[config.mk]
export PLATFORM = sky130hd
export DESIGN_NAME = shift_register_univ
export DESIGN_NICKNAME = d
export VERILOG_FILES = /design/src/rtl/shift_register_univ.sv
export SDC_FILE = /design/constraint.sdc
export NUM_CORES = 1
export LEC_CHECK = 0
export CORE_MARGIN = 4
export CORE_UTILIZATION = 40
export DETAILED_ROUTE_END_ITERATION = 6
export GPL_TIMING_DRIVEN = 1
export PLACE_DENSITY = 0.72
export SLEW_MARGIN = 20
export SYNTH_ARGS = -nofsm -noshare
export SYNTH_HDL_FRONTEND = slang
export SYNTH_SLANG_ARGS = --single-unit
[constraint.sdc]
create_clock -name i_Clk -period 3 [get_ports i_Clk]
set_input_delay 0.45 -clock i_Clk [delete_from_list [all_inputs] [get_ports i_Clk]]
set_output_delay 0.45 -clock i_Clk [all_outputs]
set_load 0.05 [all_outputs]
[src/rtl/shift_register_univ.sv]
// Parametrised universal shift register: load, logical/arithmetic shift, rotate and
// clear, with a clock enable and a shift counter that pulses o_Done at each frame wrap.
module shift_register_univ #(
  parameter int                 BW_DATA = 8,
  parameter int                 BW_CNT  = $clog2(BW_DATA) + 1,
  parameter logic [BW_DATA-1:0] RST_VAL = '0
) (
  input  logic               i_Clk,
  input  logic               i_Rstn,
  input  logic               i_En,
  input  logic [2:0]         i_Mode,
  input  logic [BW_DATA-1:0] i_D,
  input  logic               i_Sin,
  output logic [BW_DATA-1:0] o_Qout,
  output logic               o_Sout,
  output logic [BW_CNT-1:0]  o_Cnt,
  output logic               o_Done
);

  typedef enum logic [2:0] {
    MODE_HOLD = 3'd0,
    MODE_LOAD = 3'd1,
    MODE_SHL  = 3'd2,
    MODE_SHR  = 3'd3,
    MODE_ROL  = 3'd4,
    MODE_ROR  = 3'd5,
    MODE_ASR  = 3'd6,
    MODE_CLR  = 3'd7
  } mode_t;

  localparam logic [BW_CNT-1:0] CNT_LAST = BW_CNT'(BW_DATA - 1);

  mode_t              mode;
  logic [BW_DATA-1:0] q_nxt;
  logic               sout_nxt;
  logic [BW_CNT-1:0]  cnt_nxt;
  logic               shift;
  logic               wrap;

  assign mode = mode_t'(i_Mode);

  always_comb begin
    q_nxt    = o_Qout;
    sout_nxt = o_Sout;
    cnt_nxt  = o_Cnt;
    shift    = 1'b0;
    wrap     = 1'b0;
    case (mode)
      MODE_HOLD: ;
      MODE_LOAD: begin
        q_nxt   = i_D;
        cnt_nxt = '0;
      end
      MODE_SHL: begin
        q_nxt    = {o_Qout[BW_DATA-2:0], i_Sin};
        sout_nxt = o_Qout[BW_DATA-1];
        shift    = 1'b1;
      end
      MODE_SHR: begin
        q_nxt    = {i_Sin, o_Qout[BW_DATA-1:1]};
        sout_nxt = o_Qout[0];
        shift    = 1'b1;
      end
      MODE_ROL: begin
        q_nxt    = {o_Qout[BW_DATA-2:0], o_Qout[BW_DATA-1]};
        sout_nxt = o_Qout[BW_DATA-1];
        shift    = 1'b1;
      end
      MODE_ROR: begin
        q_nxt    = {o_Qout[0], o_Qout[BW_DATA-1:1]};
        sout_nxt = o_Qout[0];
        shift    = 1'b1;
      end
      MODE_ASR: begin
        q_nxt    = {o_Qout[BW_DATA-1], o_Qout[BW_DATA-1:1]};
        sout_nxt = o_Qout[0];
        shift    = 1'b1;
      end
      MODE_CLR: begin
        q_nxt    = '0;
        sout_nxt = 1'b0;
        cnt_nxt  = '0;
      end
      default: ;
    endcase
    // Counter wraps at N so it never shows N; the wrap itself raises o_Done next cycle.
    if (shift) begin
      if (o_Cnt == CNT_LAST) begin
        cnt_nxt = '0;
        wrap    = 1'b1;
      end else begin
        cnt_nxt = o_Cnt + 1'b1;
      end
    end
  end

  always_ff @(posedge i_Clk or negedge i_Rstn) begin
    if (!i_Rstn) begin
      o_Qout <= RST_VAL;
      o_Sout <= 1'b0;
      o_Cnt  <= '0;
      o_Done <= 1'b0;
    end else begin
      o_Done <= i_En & wrap;
      if (i_En) begin
        o_Qout <= q_nxt;
        o_Sout <= sout_nxt;
        o_Cnt  <= cnt_nxt;
      end
    end
  end

endmodule
Word level (Yosys, flattened, before mapping). Index checks and enable logic that the tools add are counted.

Flip-flop bits (word level): 14. Bits in latches: 0. Bits in writable memories: 0. Memory bits (read-only): 0. Input bits: 15. Output and inout bits: 14. Word-level logic and storage cells: 36. Memories: 0.

Add/sub/neg operators: 1. Multipliers: 0. Divide/modulo/power cells: 0. $lt $le $gt $ge: 0. Equality and inequality tests: 8. Shifts and indexed selects: 0. Muxes and demuxes: 8. Bitwise logic cells: 2. Reduce and logical (&&, ||, !) cells: 12.

Operators by type and width (count): case mux 8 bit (7 select lines) (1); equality test 3 bit (second input constant) (4); two-way mux 4 bit (3); nonzero test 7 bit (1); equality test 3 x 2 -> 1 bit (second input constant) (2); AND reduction 2 bit (3); nonzero test 6 bit (1); OR reduction 5 bit (1); adder 4 x 1 -> 4 bit (second input constant) (1); equality test 4 x 3 -> 1 bit (second input constant) (1); OR reduction 2 bit (2); equality test 3 x 1 -> 1 bit (second input constant) (1); two-way mux 1 bit (3); case mux 1 bit (3 select lines) (1); AND reduction 3 bit (1); nonzero test 3 bit (1); OR reduction 3 bit (1); nonzero test 2 bit (1); bitwise AND 1 bit (1); inverter 1 bit (1).

Longest topological paths before layout.
Depth after elaboration: 5. Gate-level depth with buffers: 6. Depth with buffers taken out: 5.

Worst setup path before layout. OpenSTA, ideal clock, no wires.

Kind: reg2reg. From: register o_Cnt[0]. To: register o_Cnt[2]. Setup time: 0.078 ns. Arrival: 1.439 ns. Required time: 2.922 ns. Slack: 1.484 ns. Stages on the path, launching flop included: 6. Buffers on the path: 0. Clock period less this slack: 1.516 ns. Path through: dfrtp_1 > ha_1 > nand2_1 > a21boi_1 > a311o_1 > a21oi_1.

Longest elaborated chain between the ends: 3. Elaborated cells between the ends (all ways): 4. Those cells by class: add/sub: 1; eq/ne: 1; mux: 2.

RTL lines: start: declaration (RTL line 16) `output logic [BW_CNT-1:0] o_Cnt,`; start signal: assignment (RTL line 108) `o_Cnt <= cnt_nxt;`; adder 4 x 1 -> 4 bit or equality test 4 x 3 -> 1 bit (tied branches) (RTL line 92, 88); two-way mux 4 bit * (RTL line 88) `if (o_Cnt == CNT_LAST) begin`; two-way mux 4 bit * (RTL line 87) `if (shift) begin`.

Every way passes the cells marked *; elsewhere a longest branch is shown, timed or not. A chain may end at the register's enable or synchronous reset.

Final worst setup path.
From: input i_Mode[2]. To: register o_Qout[4].

Longest elaborated chain between the ends: 3. Elaborated cells between the ends (all ways): 10. Those cells by class: eq/ne: 7; mux: 1; reduce/logical: 2.

RTL lines: start: declaration (RTL line 11) `input logic [2:0] i_Mode,`; equality test 3 bit, or another cell as far along (RTL line 48) `case (mode)`; nonzero test 7 bit (no source line); AND reduction 2 bit (no source line); end signal: assignment (RTL line 106) `o_Qout <= q_nxt;`; end: declaration (RTL line 14) `output logic [BW_DATA-1:0] o_Qout,`.

Several ways; a longest one is shown, not always the timed one.

==> results.toml <==
[power]
ir_drop_v = 0.000374
pwr-share-comb = 0.484
p_seq_frac = 0.345
switchingPower_uw = 362
swShare = 0.443
p_leak_uw = 0.000556
p_clk_frac = 0.171
p_int_uw = 456
powerDensity_nw_per_um2 = 613

[floorplan]
io_pins = 29
row_count = 18
die_w_um = 58.6
start_util = 0.417
fp.dieH_um = 58.6
coreArea_um2 = 2450
dieArea_um2 = 3440

[synthesis]
synth-main-ff-cell = "dfrtp_1"
ys_types = 39
synth_area_um2 = 1020
ys_seq_elements = 14
synth_edf_count = 0
ys_warn_count = 0
synth-async-reset-ratio = 1.00
ys_seq_area_frac = 0.342
netlist_instances = 104
syn_nets = 120
postSynthAreaPerCell_um2 = 9.85

[cts]
cts_buffers = 3
clkTransAtPathRegs_ns = 0.09
cts_resized = 0
cts.htree.levels = 1
cts_root_buf = "clkbuf_4"
cts.sinks = 14
cts_buffer_depth = 2
postCtsSetupBuffers = 0
clk_latency_ns = 0.29
holdBufCountCts = 0
cts_tree = "yes"

[critical_path]
reg2reg_setup_slack_ns = 1.64
crit_end = "o_Qout[4]"
endpoint_kind = "flip-flop"
reg2reg_depth = 5
worst-setup-path-type = "in -> reg"
crit_start = "i_Mode[2]"
reg2reg_to = "o_Cnt[2]"
cp.arrival_ns = 2.26
regToRegStartpoint = "o_Cnt[0]"
crit_path_start_kind = "input pin"
cp_max_fo = 13
crit_required_ns = 3.19

[layout]
layout-drive-gt1-share = 0.135
layout_common_cells = "clkdlybuf4s50_1 (28), dfrtp_1 (14), nand2_1 (11), o21ai_0 (9), nor2_1 (7)"
area_growth_pct = 30.4
final_area_um2 = 1340
diodes = 0
final_common_cell = "clkdlybuf4s50_1"
nFillCells = 233
post-route-util = 0.544
final_nets = 150

[global_routing]
gr-total-overflow = 0
antenna_found_initial = 0
grt_max_degree = 22
grt_usage = 0.165
grt_pass1_wl_um = 4310
first_global_vias = 918

[timing]
worst_pin_slew_ns = 0.700
finalWorstSetupSlack_ns = 0.930
finalCritPeriodShare = 0.690
min_period_ns = 2.07
setup_viol = 0
relSlewSlack = 0.532
max_freq_mhz = 483
timing.setup.tns_ns = 0
timing.hold.ws_ns = 0.504
clock_skew_ns = 0.00618
rsz0062_at_grt = "no"
finalHoldViolCount = 0
maxSlewViolCount = 0

[detailed_routing]
post_drt_wl_per_cell_um = 15.5
ant_nets = 0
dr.pass1.iters = 4
vias_per_cell = 5.66
wl_um = 2530
drtIter0Drc = 15
vias = 922
drc = 0

[place]
hpwl_um = 1930
gp_congestion = 0.791
port_buffers = 28
pre_cts_slack_ns = 0.622
post_dp_cell_area_um2 = 1300

[outcome]
run_status = "completed"

[job]
max_cap_viol_count = 0

[hold_path]
hp-class = "reg -> reg"
==> worst min-delay path by stage <==
stage	start	endpoint	slack (ns)	cells after the start
2_1_floorplan	i_Rstn	o_Cnt[0]	0.15	0
3_3_place_gp	o_Cnt[3]	o_Done	0.50	1
3_5_place_dp	o_Cnt[3]	o_Done	0.50	1
4_1_cts	o_Cnt[3]	o_Done	0.51	1
5_1_grt	o_Cnt[3]	o_Done	0.55	1
6_report	o_Cnt[3]	o_Done	0.50	1
==> per-layer routing <==
metal  vias up  global-route usage  routed length [um]
met5         -                   0                   0
met2        36               0.258                1190
met4         0               0.110                  65
li1        454                   -                   -
met3         5              0.0219                 192
met1       427               0.213                1080
==> logic make-up (layout without fill, tap and decap cells) <==
group                    after synthesis  after routing  share of synthesized area
AO/OA/AOI/OAI                         42             42                      0.337
buffers and inverters                 13             42                     0.0928
flip-flops                            14             14                      0.342
multiplexers                           6              6                     0.0598
XOR/XNOR                               1              1                     0.0269
AND/OR/NAND/NOR                       27             27                      0.129
adder cells (fa/ha/maj)                1              1                     0.0122
==> final cells by class <==
| type | count | area, um^2 | share of cell area |
|---|---|---|---|
| inverters | 6 | 22.5 | 0.0169 |
| multi-input cells | 77 | 579 | 0.434 |
| flip-flops and latches | 14 | 350 | 0.262 |
| repair buffers | 32 | 310 | 0.232 |
| clock buffers | 4 | 36.3 | 0.0272 |
| well taps | 30 | 37.5 | 0.0281 |
==> power by group through the flow <==
| stage | Clock, uW | Combinational (uW) | Sequential, uW |
|---|---|---|---|
| floorplan | 0 | 132 | 414 |
| global placement | 0 | 394 | 285 |
| detailed placement | 0 | 400 | 286 |
| CTS | 143 | 400 | 283 |
| global route | 153 | 423 | 291 |
| finish | 140 | 396 | 282 |
==> metrics by stage <==
step,total power [uW],std cells
2_1_floorplan,547,104
3_3_place_gp,678,159
3_5_place_dp,686,159
4_1_cts,826,163
5_1_grt,866,163
6_report,819,163
==> worst max-delay path: stages <==
cell	delay [ns]
clkdlybuf4s50_1	0.92
nand2_1	0.30
a21oi_1	0.21
o22ai_1	0.10
a32o_1	0.28
==> registers in the layout, indices dropped and copies added, names as in the netlist <==
signal,cells
o_Done,1
o_Qout,8
o_Cnt,4
o_Sout,1
==> synth_stat cells (2+ instances only) <==
cell | n | share of area
a21oi_1 | 5 | 0.024
a221o_1 | 3 | 0.029
a221oi_2 | 2 | 0.029
a22o_1 | 5 | 0.043
a22oi_1 | 2 | 0.015
buf_6 | 6 | 0.066
dfrtp_1 | 14 | 0.34
inv_1 | 6 | 0.022
mux2i_1 | 5 | 0.049
nand2_1 | 11 | 0.040
nor2_1 | 7 | 0.026
nor2b_1 | 2 | 0.012
o211ai_1 | 2 | 0.015
o21ai_0 | 9 | 0.044
(Power assumes the default switching activity.)
